File: src/rtl/adder_ring_measure_pkg.sv
// Shared types and default widths for the adder ring-oscillator measurement sequencer.
package adder_ring_measure_pkg;

  localparam int DEFAULT_WIDTH  = 32;
  localparam int DEFAULT_SEL_W  = $clog2(DEFAULT_WIDTH);
  localparam int DEFAULT_CNT_W  = 32;
  localparam int DEFAULT_GATE_W = 16;
  localparam int DEFAULT_SET_W  = 8;

  // Sequencer phases: operand load, static settle, gated ring count, result publish.
  typedef enum logic [2:0] {
    ST_IDLE,
    ST_LOAD,
    ST_SETTLE,
    ST_MEASURE,
    ST_CAPTURE
  } state_t;

endpackage : adder_ring_measure_pkg

File: src/rtl/chain_edge_sync.sv
// Brings the free-running ring output into the wb_clk_i domain and flags rising edges.
// The previous-sample flop only follows the synchronizer while armed or tracking, so a
// level that is already high when counting begins never reads as an edge.
module chain_edge_sync (
  input  logic wb_clk_i,
  input  logic wb_rst_i,
  input  logic chain_out,
  input  logic arm,
  input  logic track,
  output logic rise
);

  logic sync1;
  logic sync2;
  logic prev;

  // Two-flop synchronizer plus the previous-sample flop used for edge detection.
  always_ff @(posedge wb_clk_i or posedge wb_rst_i) begin
    if (wb_rst_i) begin
      sync1 <= 1'b0;
      sync2 <= 1'b0;
      prev  <= 1'b0;
    end else begin
      // NOTE: non-blocking assignments let sync2 take the old sync1, forming a real two-stage chain.
      sync1 <= chain_out;
      sync2 <= sync1;
      if (arm || track) begin
        prev <= sync2;
      end
    end
  end

  assign rise = track & sync2 & ~prev;

endmodule : chain_edge_sync

File: src/rtl/adder_ring_measure_ctrl.sv
// Measurement sequencer for the instrumented Sklansky adder: loads operands, waits a
// settle window, captures the static sum, then counts ring-oscillator edges through one
// selected adder bit over a gate window and reports the count with a one-cycle done.
module adder_ring_measure_ctrl
  import adder_ring_measure_pkg::*;
#(
  parameter int WIDTH  = DEFAULT_WIDTH,
  parameter int SEL_W  = DEFAULT_SEL_W,
  parameter int CNT_W  = DEFAULT_CNT_W,
  parameter int GATE_W = DEFAULT_GATE_W,
  parameter int SET_W  = DEFAULT_SET_W
) (
  input  logic              wb_clk_i,
  input  logic              wb_rst_i,
  input  logic              active,
  input  logic              start,
  input  logic [WIDTH-1:0]  a_operand,
  input  logic [WIDTH-1:0]  b_operand,
  input  logic [SEL_W-1:0]  ring_bit_sel,
  input  logic [SET_W-1:0]  settle_cycles,
  input  logic [GATE_W-1:0] gate_cycles,
  input  logic              chain_out,
  input  logic [WIDTH-1:0]  sum_in,
  output logic [WIDTH-1:0]  a_input,
  output logic [WIDTH-1:0]  b_input,
  output logic [WIDTH-1:0]  ring_en_onehot,
  output logic              busy,
  output logic              done,
  output logic [WIDTH-1:0]  sum_capture,
  output logic [CNT_W-1:0]  edge_count,
  output logic              overflow
);

  // One down-counter serves both the settle and the gate window.
  localparam int WIN_W = (GATE_W > SET_W) ? GATE_W : SET_W;

  state_t             state;
  logic [SEL_W-1:0]   sel_q;
  logic [GATE_W-1:0]  gate_q;
  logic [WIN_W-1:0]   win_cnt;
  logic [CNT_W-1:0]   edge_cnt;
  logic               ovf_q;
  logic               last_win;
  logic               arm;
  logic               track;
  logic               rise;

  assign last_win = (win_cnt == WIN_W'(1));
  // Re-seed the edge detector on the final settle cycle so MEASURE starts from the current level.
  assign arm      = (state == ST_SETTLE) && last_win && (gate_q != '0);
  assign track    = (state == ST_MEASURE);

  chain_edge_sync u_chain_edge_sync (
    .wb_clk_i  (wb_clk_i),
    .wb_rst_i  (wb_rst_i),
    .chain_out (chain_out),
    .arm       (arm),
    .track     (track),
    .rise      (rise)
  );

  // Sequencer FSM with window counter, saturating edge counter and registered results.
  always_ff @(posedge wb_clk_i or posedge wb_rst_i) begin
    if (wb_rst_i) begin
      state          <= ST_IDLE;
      sel_q          <= '0;
      gate_q         <= '0;
      win_cnt        <= '0;
      edge_cnt       <= '0;
      ovf_q          <= 1'b0;
      a_input        <= '0;
      b_input        <= '0;
      ring_en_onehot <= '0;
      busy           <= 1'b0;
      done           <= 1'b0;
      sum_capture    <= '0;
      edge_count     <= '0;
      overflow       <= 1'b0;
    end else begin
      done <= 1'b0;
      if (state != ST_IDLE && !active) begin
        // Abort: drop the ring, leave operands and last results untouched, no done.
        state          <= ST_IDLE;
        busy           <= 1'b0;
        ring_en_onehot <= '0;
      end else begin
        case (state)
          ST_IDLE: begin
            if (start && active) begin
              state <= ST_LOAD;
              busy  <= 1'b1;
            end
          end
          ST_LOAD: begin
            a_input  <= a_operand;
            b_input  <= b_operand;
            sel_q    <= ring_bit_sel;
            gate_q   <= gate_cycles;
            win_cnt  <= (settle_cycles == '0) ? WIN_W'(1) : WIN_W'(settle_cycles);
            edge_cnt <= '0;
            ovf_q    <= 1'b0;
            state    <= ST_SETTLE;
          end
          ST_SETTLE: begin
            if (last_win) begin
              sum_capture <= sum_in;
              if (gate_q == '0) begin
                state <= ST_CAPTURE;
              end else begin
                state          <= ST_MEASURE;
                win_cnt        <= WIN_W'(gate_q);
                ring_en_onehot <= WIDTH'(1) << sel_q;
              end
            end else begin
              win_cnt <= win_cnt - WIN_W'(1);
            end
          end
          ST_MEASURE: begin
            if (rise) begin
              if (&edge_cnt) begin
                ovf_q <= 1'b1;
              end else begin
                edge_cnt <= edge_cnt + CNT_W'(1);
              end
            end
            if (last_win) begin
              state          <= ST_CAPTURE;
              ring_en_onehot <= '0;
            end else begin
              win_cnt <= win_cnt - WIN_W'(1);
            end
          end
          ST_CAPTURE: begin
            edge_count <= edge_cnt;
            overflow   <= ovf_q;
            done       <= 1'b1;
            busy       <= 1'b0;
            state      <= ST_IDLE;
          end
          default: begin
            state <= ST_IDLE;
          end
        endcase
      end
    end
  end

endmodule : adder_ring_measure_ctrl
File: config.mk
export PLATFORM = sky130hd
export DESIGN_NAME = adder_ring_measure_ctrl
export DESIGN_NICKNAME = d
export VERILOG_FILES = /design/src/rtl/adder_ring_measure_pkg.sv /design/src/rtl/chain_edge_sync.sv /design/src/rtl/adder_ring_measure_ctrl.sv
export SDC_FILE = /design/constraint.sdc
export NUM_CORES = 1
export LEC_CHECK = 0
export ABC_AREA = 0
export CAP_MARGIN = 20
export CELL_PAD_IN_SITES_DETAIL_PLACEMENT = 2
export CELL_PAD_IN_SITES_GLOBAL_PLACEMENT = 2
export CORE_ASPECT_RATIO = 0.8
export CORE_MARGIN = 4
export CORE_UTILIZATION = 32
export DETAILED_ROUTE_END_ITERATION = 10
export PLACE_DENSITY_LB_ADDON = 0.1
export SYNTH_ARGS = -nofsm -noshare
export SYNTH_HDL_FRONTEND = slang
export SYNTH_SLANG_ARGS = --single-unit
File: constraint.sdc
create_clock -name wb_clk_i -period 15.5 [get_ports wb_clk_i]
set_clock_uncertainty 0.2 [all_clocks]
set_input_delay 2.325 -clock wb_clk_i [delete_from_list [all_inputs] [get_ports wb_clk_i]]
set_output_delay 2.325 -clock wb_clk_i [all_outputs]
set_load 0.05 [all_outputs]
==> results.cfg <==
[sta]
finalHoldViolations = 0
worst-slew-pin-transition_ns = 1.081
relSlewSlack_pct = 27.96
setup-tns-final_ns = 0
hold-worst-slack_ns = 0.1926
setup_violations = 0
drv_slew = 0
post-route-period-util_pct = 36.14
period_minus_slack_ns = 5.602
fmax_mhz = 178.5
grt_setup_unrepaired = false

[setup_path]
critPathCaptureType = register
cp_max_fo = 92
critPathTopFamily = buffers and inverters
cp_num_buf_inv = 2
rr_startpoint = state[0]
cp_cell_sequence = clkdlybuf4s50_1 > nand3b_4 > nor2_4 > buf_4 > nor4_2 > or4_1 > a21oi_1
cp.arrival_ns = 5.85
cp-start-kind = input pin
cp_slowest_cell = buf_4
critPathRequiredTime_ns = 15.75
cp_slowest_stage_delay_ns = 0.89
crit_type = input pin to register
startpoint = active

[clocking]
clkSlewWorstSetupHoldPaths_ns = 0.06
clk_latency_ns = 0.55
postCtsHoldBufs = 0
cts_tree = built
cts.sinks = 239
cts_max_level = 1
postCtsSetupBuffers = 0
clockBufferDepth = 3
numCtsBuffers = 28
cts.repair.resized = 0
clockRootBuffer = clkbuf_16

[placed_design]
dp.cells = 1724
gp_congestion = 0.7787
portBuffers = 292
hpwl_mm = 25.72

[layout]
area_growth_pct = 39.87
stdcell_count = 1778
final-seq-area_mm2 = 0.005981
nFillCells = 3389
multiInputGateArea_mm2 = 0.004338
layout_commonest_cell = nand2_1
final_nets = 1462
final_layout_size_suffix_gt1_share_pct = 10.91
final_cell_mix = 300 x nand2_1, 292 x clkdlybuf4s50_1, 239 x dfrtp_1, 66 x mux2_2, 53 x inv_1
finish.utilization_pct = 45.82

[synth]
ys.warnings.count = 0
synth_seq_cells = 239
synth_compound_area_share_pct = 9.419
synth_mux_area_share_pct = 10.53
synthAdderAreaFrac_pct = 0.3488
syn_avg_cell_area_um2 = 10.27
synth_seq_area_share_pct = 55.58
synth-main-ff-cell = dfrtp_1
syn_nets = 1181
synthXorXnorAreaFrac_pct = 0.3256
synthSimpleGateAreaFrac_pct = 19.47
synth_top_family_by_area = simple AND/OR/NAND/NOR gates
syn-instance-count = 1048
synth_enable_flop_cells = 0
synthArstFlopShare_pct = 100.0
ys_types = 71
synthesis.area_mm2 = 0.01076

[floorplan]
rows = 59
die-area_mm2 = 0.03664
die_height_um = 172.0
initial_utilization_pct = 32.76
fp.dieW_um = 213.0
core_mm2 = 0.03285
io_pins = 293

[power_and_ir_drop]
power_mw = 2.628
max-vdd-ir-drop_mv = 0.1082
leakagePower_nw = 6.683
power-per-cell-area_mw_per_mm2 = 174.6

[grt]
overflow = 0
grt_start_max_net_pins = 144
antenna_found_initial = 2
grt_pass1_wl_mm = 57.88
grt_use_total_pct = 19.81
grt_pass1_vias = 9847

[job]
cap_viol_max_count = 0

[drt]
via_per_inst = 5.083
vias = 9037
wl_per_cell_um = 20.96
drt-initial-drc-count = 464
drtPass1Iterations = 4
ant_nets = 0
drc = 0
wl_mm = 37.27

[hold_path]
hp-start = u_chain_edge_sync.sync1
min_path_type = register to register

[run_status]
status = completed
through the flow:
stage | setup WS (ns) | cell area [um2]
4_1_cts | 9.856 | 15030
2_1_floorplan | 6.415 | 10760
3_5_place_dp | 9.310 | 14090
5_1_grt | 9.596 | 15050
6_report | 9.898 | 15050
3_3_place_gp | 9.409 | 14080
Yosys cell counts, types with 7 or more instances:
library cell	count	area [um2]
nand2_1	301	1130
dfrtp_1	239	5981
mux2_2	66	743.2
inv_1	54	202.7
mux2i_1	39	390.4
clkbuf_1	32	120.1
a21oi_1	31	155.2
nand3_1	29	145.1
nor2_1	21	78.83
o21ai_0	19	95.09
buf_2	15	75.07
or4_1	14	105.1
o31ai_1	13	97.59
or3_1	13	81.33
a22oi_1	9	67.56
and4_1	9	78.83
nand4_1	9	56.30
a2111oi_0	8	70.07
and2_1	8	50.05
o211ai_1	8	60.06
a2bb2oi_1	7	61.31
nor3_1	7	35.03
nor4_1	7	43.79
report_power, final:
group          internal (mW)  switching (mW)  total (mW)
registers              0.763           0.116       0.880
logic                  0.341           0.732        1.07
clock network          0.408           0.267       0.675
total                   1.51            1.12        2.63
final cells by class:
cell class / count / share of cell area (%)
tap: 427 / 3.550
inverter: 55 / 1.422
antenna: 3 / 0.04988
sequential: 239 / 39.74
clock buffer: 47 / 6.002
timing repair buffer: 307 / 20.18
multi-input combinational: 698 / 28.82
clock inverter: 2 / 0.2328
registers in the layout, indices dropped and copies added (netlist names), 3 cells and up:
register        cells
a_input            32
b_input            32
edge_cnt           32
edge_count         32
gate_q             16
ring_en_onehot     32
sel_q               5
state               3
sum_capture        32
win_cnt            16
cells by family after synthesis:
kind of cell / Yosys count
and+or+nand+nor: 450
DFF: 239
AOI/OAI and AO/OA: 136
buffers and inverters: 111
muxes: 105
xor gates and xnor gates: 4
adders and majority gates: 3
path summary, 6_finish.rpt:
path,cells after the start,slack (ns),endpoint
worst min register to register,0,0.19,u_chain_edge_sync.sync2
worst max-delay path,7,9.90,edge_cnt[23]
worst min-delay path,0,0.19,u_chain_edge_sync.sync2
min in group asynchronous,2,2.07,b_input[16]
worst max register to register,6,11.76,edge_cnt[23]
max in group asynchronous,3,11.66,ring_en_onehot[13]
routing by layer:
metal / part of all wire [%] / routed length [um] / track usage, %
met1: 45 / 16830 / 27.24
met5: 0 / 0 / 0
met4: 2.4 / 882 / 5.151
met2: 48 / 17920 / 32.67
met3: 4.4 / 1633 / 3.465
Power figures use the tool's default switching activity.
